`src/rtl/proc_pkg.sv`:
```
// Shared definitions for the 16-bit simple processor: opcodes, sequencer
// states, ALU selects and register-field width.
package proc_pkg;

    localparam int REG_W = 3;

    localparam logic [2:0] OP_MV   = 3'b000;
    localparam logic [2:0] OP_MVI  = 3'b001;
    localparam logic [2:0] OP_ADD  = 3'b010;
    localparam logic [2:0] OP_SUB  = 3'b011;
    localparam logic [2:0] OP_MVNZ = 3'b100;

    localparam logic [1:0] ALU_ADD = 2'b00;
    localparam logic [1:0] ALU_SUB = 2'b01;

    typedef enum logic [1:0] {
        T0 = 2'd0,
        T1 = 2'd1,
        T2 = 2'd2,
        T3 = 2'd3
    } state_e;

endpackage

```
`src/rtl/dec3to8.sv`:
```
// 3-bit binary to 8-bit one-hot decoder with enable; all-zero when disabled.
module dec3to8
    import proc_pkg::*;
(
    input  logic             en,
    input  logic [REG_W-1:0] sel,
    output logic [7:0]       onehot
);

    always_comb begin
        onehot = '0;
        if (en) onehot[sel] = 1'b1;
    end

endmodule

```
`src/rtl/control_unit.sv`:
```
// Multi-cycle T0..T3 instruction sequencer for the 16-bit simple processor.
// Define CONTROL_MVNZ_EN to decode opcode 100 as mvnz Rx,Ry (else illegal).
module control_unit
    import proc_pkg::*;
#(
    parameter int DATA_W = 16,
    parameter int NREGS  = 8
) (
    input  logic              Clock,
    input  logic              Reset,
    input  logic              Run,
    input  logic [DATA_W-1:0] DIN,
    input  logic              G_zero,
    output logic              IRin,
    output logic [NREGS-1:0]  Rin,
    output logic [NREGS-1:0]  Rout,
    output logic              Ain,
    output logic              Gin,
    output logic              Gout,
    output logic              DINout,
    output logic [1:0]        Operacao,
    output logic              Done
);

    state_e           state_q, state_d;
    logic [8:0]       ir_q, ir_d;
    logic [2:0]       opcode;
    logic [REG_W-1:0] reg_x, reg_y, rout_sel;
    logic             rin_en, rout_en;
    logic             irin_c, ain_c, gin_c, gout_c, dinout_c, done_c;

    assign opcode = ir_q[8:6];
    assign reg_x  = ir_q[5:3];
    assign reg_y  = ir_q[2:0];

    // Only DIN[8:0] carries an instruction; G_zero matters only with mvnz.
    logic unused_inputs;
`ifdef CONTROL_MVNZ_EN
    assign unused_inputs = ^DIN[DATA_W-1:9];
`else
    assign unused_inputs = ^{DIN[DATA_W-1:9], G_zero};
`endif

    always_comb begin
        state_d  = state_q;
        ir_d     = ir_q;
        irin_c   = 1'b0;
        rin_en   = 1'b0;
        rout_en  = 1'b0;
        rout_sel = reg_y;
        ain_c    = 1'b0;
        gin_c    = 1'b0;
        gout_c   = 1'b0;
        dinout_c = 1'b0;
        done_c   = 1'b0;
        case (state_q)
            T0: begin
                irin_c = Run;
                if (Run) begin
                    ir_d    = DIN[8:0];
                    state_d = T1;
                end
            end
            T1: begin
                state_d = T0;
                done_c  = 1'b1;
                case (opcode)
                    OP_MV: begin
                        rout_en = 1'b1;
                        rin_en  = 1'b1;
                    end
                    OP_MVI: begin
                        dinout_c = 1'b1;
                        rin_en   = 1'b1;
                    end
                    OP_ADD, OP_SUB: begin
                        rout_sel = reg_x;
                        rout_en  = 1'b1;
                        ain_c    = 1'b1;
                        done_c   = 1'b0;
                        state_d  = T2;
                    end
`ifdef CONTROL_MVNZ_EN
                    OP_MVNZ: begin
                        rout_en = !G_zero;
                        rin_en  = !G_zero;
                    end
`endif
                    default: ;
                endcase
            end
            T2: begin
                rout_en = 1'b1;
                gin_c   = 1'b1;
                state_d = T3;
            end
            T3: begin
                gout_c  = 1'b1;
                rin_en  = 1'b1;
                done_c  = 1'b1;
                state_d = T0;
            end
            default: state_d = T0;
        endcase
    end

    // Reset silences every strobe, including the decoder enables.
    dec3to8 u_dec_rin (
        .en     (rin_en && !Reset),
        .sel    (reg_x),
        .onehot (Rin)
    );

    dec3to8 u_dec_rout (
        .en     (rout_en && !Reset),
        .sel    (rout_sel),
        .onehot (Rout)
    );

    assign IRin     = irin_c   && !Reset;
    assign Ain      = ain_c    && !Reset;
    assign Gin      = gin_c    && !Reset;
    assign Gout     = gout_c   && !Reset;
    assign DINout   = dinout_c && !Reset;
    assign Done     = done_c   && !Reset;
    assign Operacao = (!Reset && opcode == OP_SUB) ? ALU_SUB : ALU_ADD;

    always_ff @(posedge Clock) begin
        if (Reset) begin
            state_q <= T0;
            ir_q    <= '0;
        end else begin
            state_q <= state_d;
            ir_q    <= ir_d;
        end
    end

endmodule

```
`config.mk`:
```
export PLATFORM = sky130hd
export DESIGN_NAME = control_unit
export DESIGN_NICKNAME = d
export VERILOG_FILES = /design/src/rtl/proc_pkg.sv /design/src/rtl/dec3to8.sv /design/src/rtl/control_unit.sv
export SDC_FILE = /design/constraint.sdc
export NUM_CORES = 1
export LEC_CHECK = 0
export CAP_MARGIN = 40
export CORE_MARGIN = 10
export CORE_UTILIZATION = 37
export CTS_CLUSTER_DIAMETER = 120
export CTS_CLUSTER_SIZE = 28
export DETAILED_ROUTE_END_ITERATION = 7
export GPL_TIMING_DRIVEN = 0
export PLACE_DENSITY = 0.81
export SKIP_CTS_REPAIR_TIMING = 1
export SYNTH_ARGS = -nofsm -noshare
export SYNTH_HDL_FRONTEND = slang
export SYNTH_SLANG_ARGS = --single-unit
```
`constraint.sdc`:
```
create_clock -name Clock -period 1.9 [get_ports Clock]
set_input_delay 0.475 -clock Clock [delete_from_list [all_inputs] [get_ports Clock]]
set_output_delay 0.475 -clock Clock [all_outputs]
set_load 0.01 [all_outputs]
```
==> After elaboration in Yosys (flattened, before gate mapping) <==
Cells that the tools add are included.
{ "classes": {"n_lt_le_gt_ge": 4, "eq_ne": 7, "muxes": 25, "reduce_logical": 18} }
{ "op_table": {"columns": ["op", "n"], "rows": [
  ["8-bit 2-to-1 mux", 2],
  ["1-bit 2-to-1 mux", 13],
  ["1-bit logical AND", 11],
  ["3-bit by 4-bit < comparator with 1-bit output, second input constant", 2],
  ["2-bit one-hot mux with 4 select lines", 1],
  ["1-bit demux with 3-bit select", 2],
  ["3-bit by 2-bit equality test with 1-bit output, second input constant", 2],
  ["3-bit by 1-bit greater-or-equal comparator with 1-bit output, second input constant", 2],
  ["3-bit 2-to-1 mux", 2],
  ["1-bit one-hot mux with 2 select lines", 3],
  ["2-bit equality test, second input constant", 2],
  ["2-bit 2-to-1 mux", 2],
  ["2-bit OR reduction", 2],
  ["3-bit by 1-bit equality test with 1-bit output, second input constant", 1],
  ["3-bit logical NOT", 1],
  ["3-bit OR reduction", 1],
  ["2-bit by 1-bit equality test with 1-bit output, second input constant", 1],
  ["2-bit logical NOT", 1],
  ["2-bit inequality test, second input constant", 1],
  ["2-bit AND reduction", 1],
  ["1-bit logical NOT", 1]
]} }
{ "word_totals": {"register_bits": 11, "inputBits": 20} }

==> Depth between registers and ports, before layout <==
{ "depth": {"depth_word": 9, "mapped_depth": 6, "ltp_nobuf": 6} }

==> Modules after synthesis <==
A second synthesis with hierarchy kept.
{ "unflattened": {"cells_unflattened": 95, "area_unflattened_um2": 837.1} }
{ "modules_own_cells": {"columns": ["module", "instances", "cells_each", "area_each_um2"], "rows": [
  ["control_unit", 1, 79, 645.6],
  ["dec3to8 (u_dec_rin)", 1, 8, 96.3],
  ["dec3to8 (u_dec_rout)", 1, 8, 95.1]
]} }

==> Worst setup path after synthesis <==
OpenSTA, ideal clock, no wires.
{ "synth_path": {"path_kind": "register -> output", "from": "register with a tool-made name", "to": "output Rin[6]", "t_arrival_ns": 1.411, "required_ns": 1.425, "path_slack_ns": 0.014, "path_stages_with_launch": 7, "n_path_buf": 0, "path_cell_list": "dfxtp_1 > inv_1 > ha_1 > nor3b_2 > nor2_1 > or3_4 > nor2_1"} }
{ "synth_rtl": {"columns": ["item", "line", "rtl"], "rows": [
  ["end, declared", "control_unit.sv:15", "output logic [NREGS-1:0] Rin,"]
]} }

==> metrics.md <==
| Metric | Value |
|---|---|
| Slew Limit Fails | 0 |
| Core Box Area | 0.00194 mm² |
| Post-Synth XOR/XNOR Area | 0 |
| Number of global-route vias before repair | 758 |
| P&R area growth vs syn | 69.3% |
| Initial drt markers | 28 |
| TritonCTS Buffers | 3 |
| Data required, critical path | 1.42 ns |
| R2R Setup Slk | 0.49 ns |
| Multi-input logic area | 581 µm² |
| Final Hold Viols | 0 |
| Synthesized area per cell | 7.27 µm² |
| Worst setup path class | reg2out |
| Die Wd | 64.8 µm |
| Initial antenna violation count | 0 |
| H-Tree Depth | 1 |
| Largest net degree at the start of global routing | 11 |
| Worst setup margin | -0.397 ns |
| PortBufs | 33 |
| Flop and latch count out of synthesis | 11 |
| Number of synthesized flops with an enable pin | 0 |
| Detailed Route WL | 2.25 mm |
| Power per Cell Area | 474 mW/mm² |
| Top FF cell, synth | dfxtp_1 |
| Placed Area | 0.00111 mm² |
| I/O pin count | 44 |
| Storage cell area | 225 µm² |
| CP Max Fanout | 5 |
| GRT Resource Usage Total | 0.0958 |
| Leakage power | 0.669 nW |
| Status | finished with violations |
| Initial core utilization | 0.382 |
| Peak VDD IR | 0.395 mV |
| CP Launch Type | flop |
| DIE AREA | 0.00420 mm² |
| Core Rows | 16 |
| Yosys warns | 0 |
| Mean number of vias per cell | 4.70 |
| Root Driver | clkbuf_4 |
| Asr flop ratio synth | 0 |
| Most frequent cells in the layout | nand2_1 (20), buf_2 (14), nor2_1 (13) |
| First-pass GRT wire length | 3.35 mm |
| Cells after Synth | 102 |
| Post-Syn Area | 742 µm² |
| Vias after detailed routing | 822 |
| Final Setup Violations | 18 |
| Num Clock Sinks | 11 |
| DRT Pass-1 Iters | 4 |
| Final GP Congestion | 0.808 |
| Post-synthesis compound-gate area fraction | 0.108 |
| Layout Nets | 173 |
| Post-Synth Adder-Cell Area | 0.0675 |
| CP Capture Type | output port |
| Synth Net Count | 126 |
| Antenna Nets Post-Route | 0 |
| Sequential-to-total area share from yosys stat | 0.297 |
| Number of fill cells in the layout | 164 |
| Clock-pin slew on the worst setup and hold paths | 0.07 ns |
| F_max | 435 MHz |
| Mux share of post-synthesis cell area | 0.0556 |
| Largest family of logic cells by synthesized area | simple AND/OR/NAND/NOR gates |
| CTS tree | built |
| Grt total ovfl | 0 |
| Post-route DRC | 0 |
| Synth cell types | 26 |
| Drt wl/cell | 12.8 µm |
| Worst-case clock buffer depth | 2 |
| Failing checks | setup timing |
| Die Ht | 64.8 µm |
| DP Wirelength | 1.67 mm |
| Design Power | 0.595 mW |
| Post-layout min period | 2.30 ns |
| Skew-Pair Late Insertion Delay | 0.27 ns |
| WP data arrival | 1.82 ns |
| Max cap viols | 0 |
| Period utilization | 1.21 |
| Post-Route Skew | 0.00673 ns |
| RSZ-0062 raised after global routing | true |
| Post-route cell area | 0.00126 mm² |
| Synth Area in Simple Gates | 0.417 |
| Hold Crit Class | reg2reg |
| Share of cells above drive strength 1 | 0.399 |
| Diode count | 0 |
| Most common cell after layout, fill and taps aside | nand2_1 |
-- final cells by class --
class | instances | area share
inverters | 5 | 0.0149
repair buffers | 42 | 0.279
well taps | 27 | 0.0269
plain buffers | 4 | 0.0169
clock buffers | 4 | 0.0209
flip-flops and latches | 11 | 0.179
multi-input cells | 82 | 0.462
-- synth_stat cells (all sizes together), types with 2 or more instances --
cell,number,share of area
mux2i,3,0.040
clkbuf,3,0.015
a21oi,11,0.074
nor2b,2,0.017
nand2b,5,0.042
nand2,22,0.11
nor3,4,0.040
inv,5,0.025
nor3b,2,0.027
nor2,18,0.091
dfxtp,11,0.30
ha,4,0.067
-- per-layer routing --
layer | vias up | track usage | part of all wire | wire length [µm]
met4 | 0 | 0.0241 | 0.0093 | 21
met1 | 356 | 0.102 | 0.40 | 890
met3 | 4 | 0.0601 | 0.11 | 245
li1 | 432 | - | - | -
met5 | - | 0 | 0 | 0
met2 | 30 | 0.156 | 0.49 | 1090
-- cells by family (layout without fill, tap and decap cells) --
family | after synthesis | after routing
other | 1 | 1
AOI/OAI and AO/OA | 14 | 14
buffers and inverters | 9 | 55
DFF | 11 | 11
muxes | 4 | 4
and+or+nand+nor | 59 | 59
adders and majority gates | 4 | 4
-- through the flow --
stage | util | setup TNS, ns | worst slack, ns | instances | hold slack [ns]
2_1_floorplan | - | 0 | 0.0138 | 102 | 0.436
3_3_place_gp | 0.570 | -9.06 | -0.550 | 162 | 0.447
3_5_place_dp | 0.570 | -10.17 | -0.618 | 162 | 0.451
4_1_cts | 0.583 | -15.82 | -0.920 | 166 | 0.458
5_1_grt | 0.647 | -6.83 | -0.492 | 175 | 0.513
6_report | 0.647 | -5.08 | -0.397 | 175 | 0.478
-- worst paths after layout --
kind | end | startpoint | cells after the start
worst max register to register | ir_q[2] | state_q[0] | 6
worst min-delay path | ir_q[0] | ir_q[0] | 2
worst max-delay path | Rout[3] | flop | 8
worst min register to register | ir_q[0] | ir_q[0] | 2
-- state kept, by name, indices dropped and copies added, names as in the netlist, named ones only --
| signal | cells |
|---|---|
| state_q | 1 |
| ir_q | 9 |
-- power by group --
part / internal, mW / switching [mW] / total [mW]
combinational: 0.0864 / 0.0837 / 0.170
sequential: 0.248 / 0.0234 / 0.271
clock: 0.0811 / 0.0728 / 0.154
-- critical path, cell delays in order (launching register included) --
cell	delay [ns]
dfxtp_2	0.35
inv_2	0.06
ha_4	0.17
nand3b_4	0.09
buf_4	0.16
mux2i_4	0.33
nand2b_1	0.17
nor2_1	0.04
dlymetal6s2s_1	0.18
(Power assumes the default switching activity.)
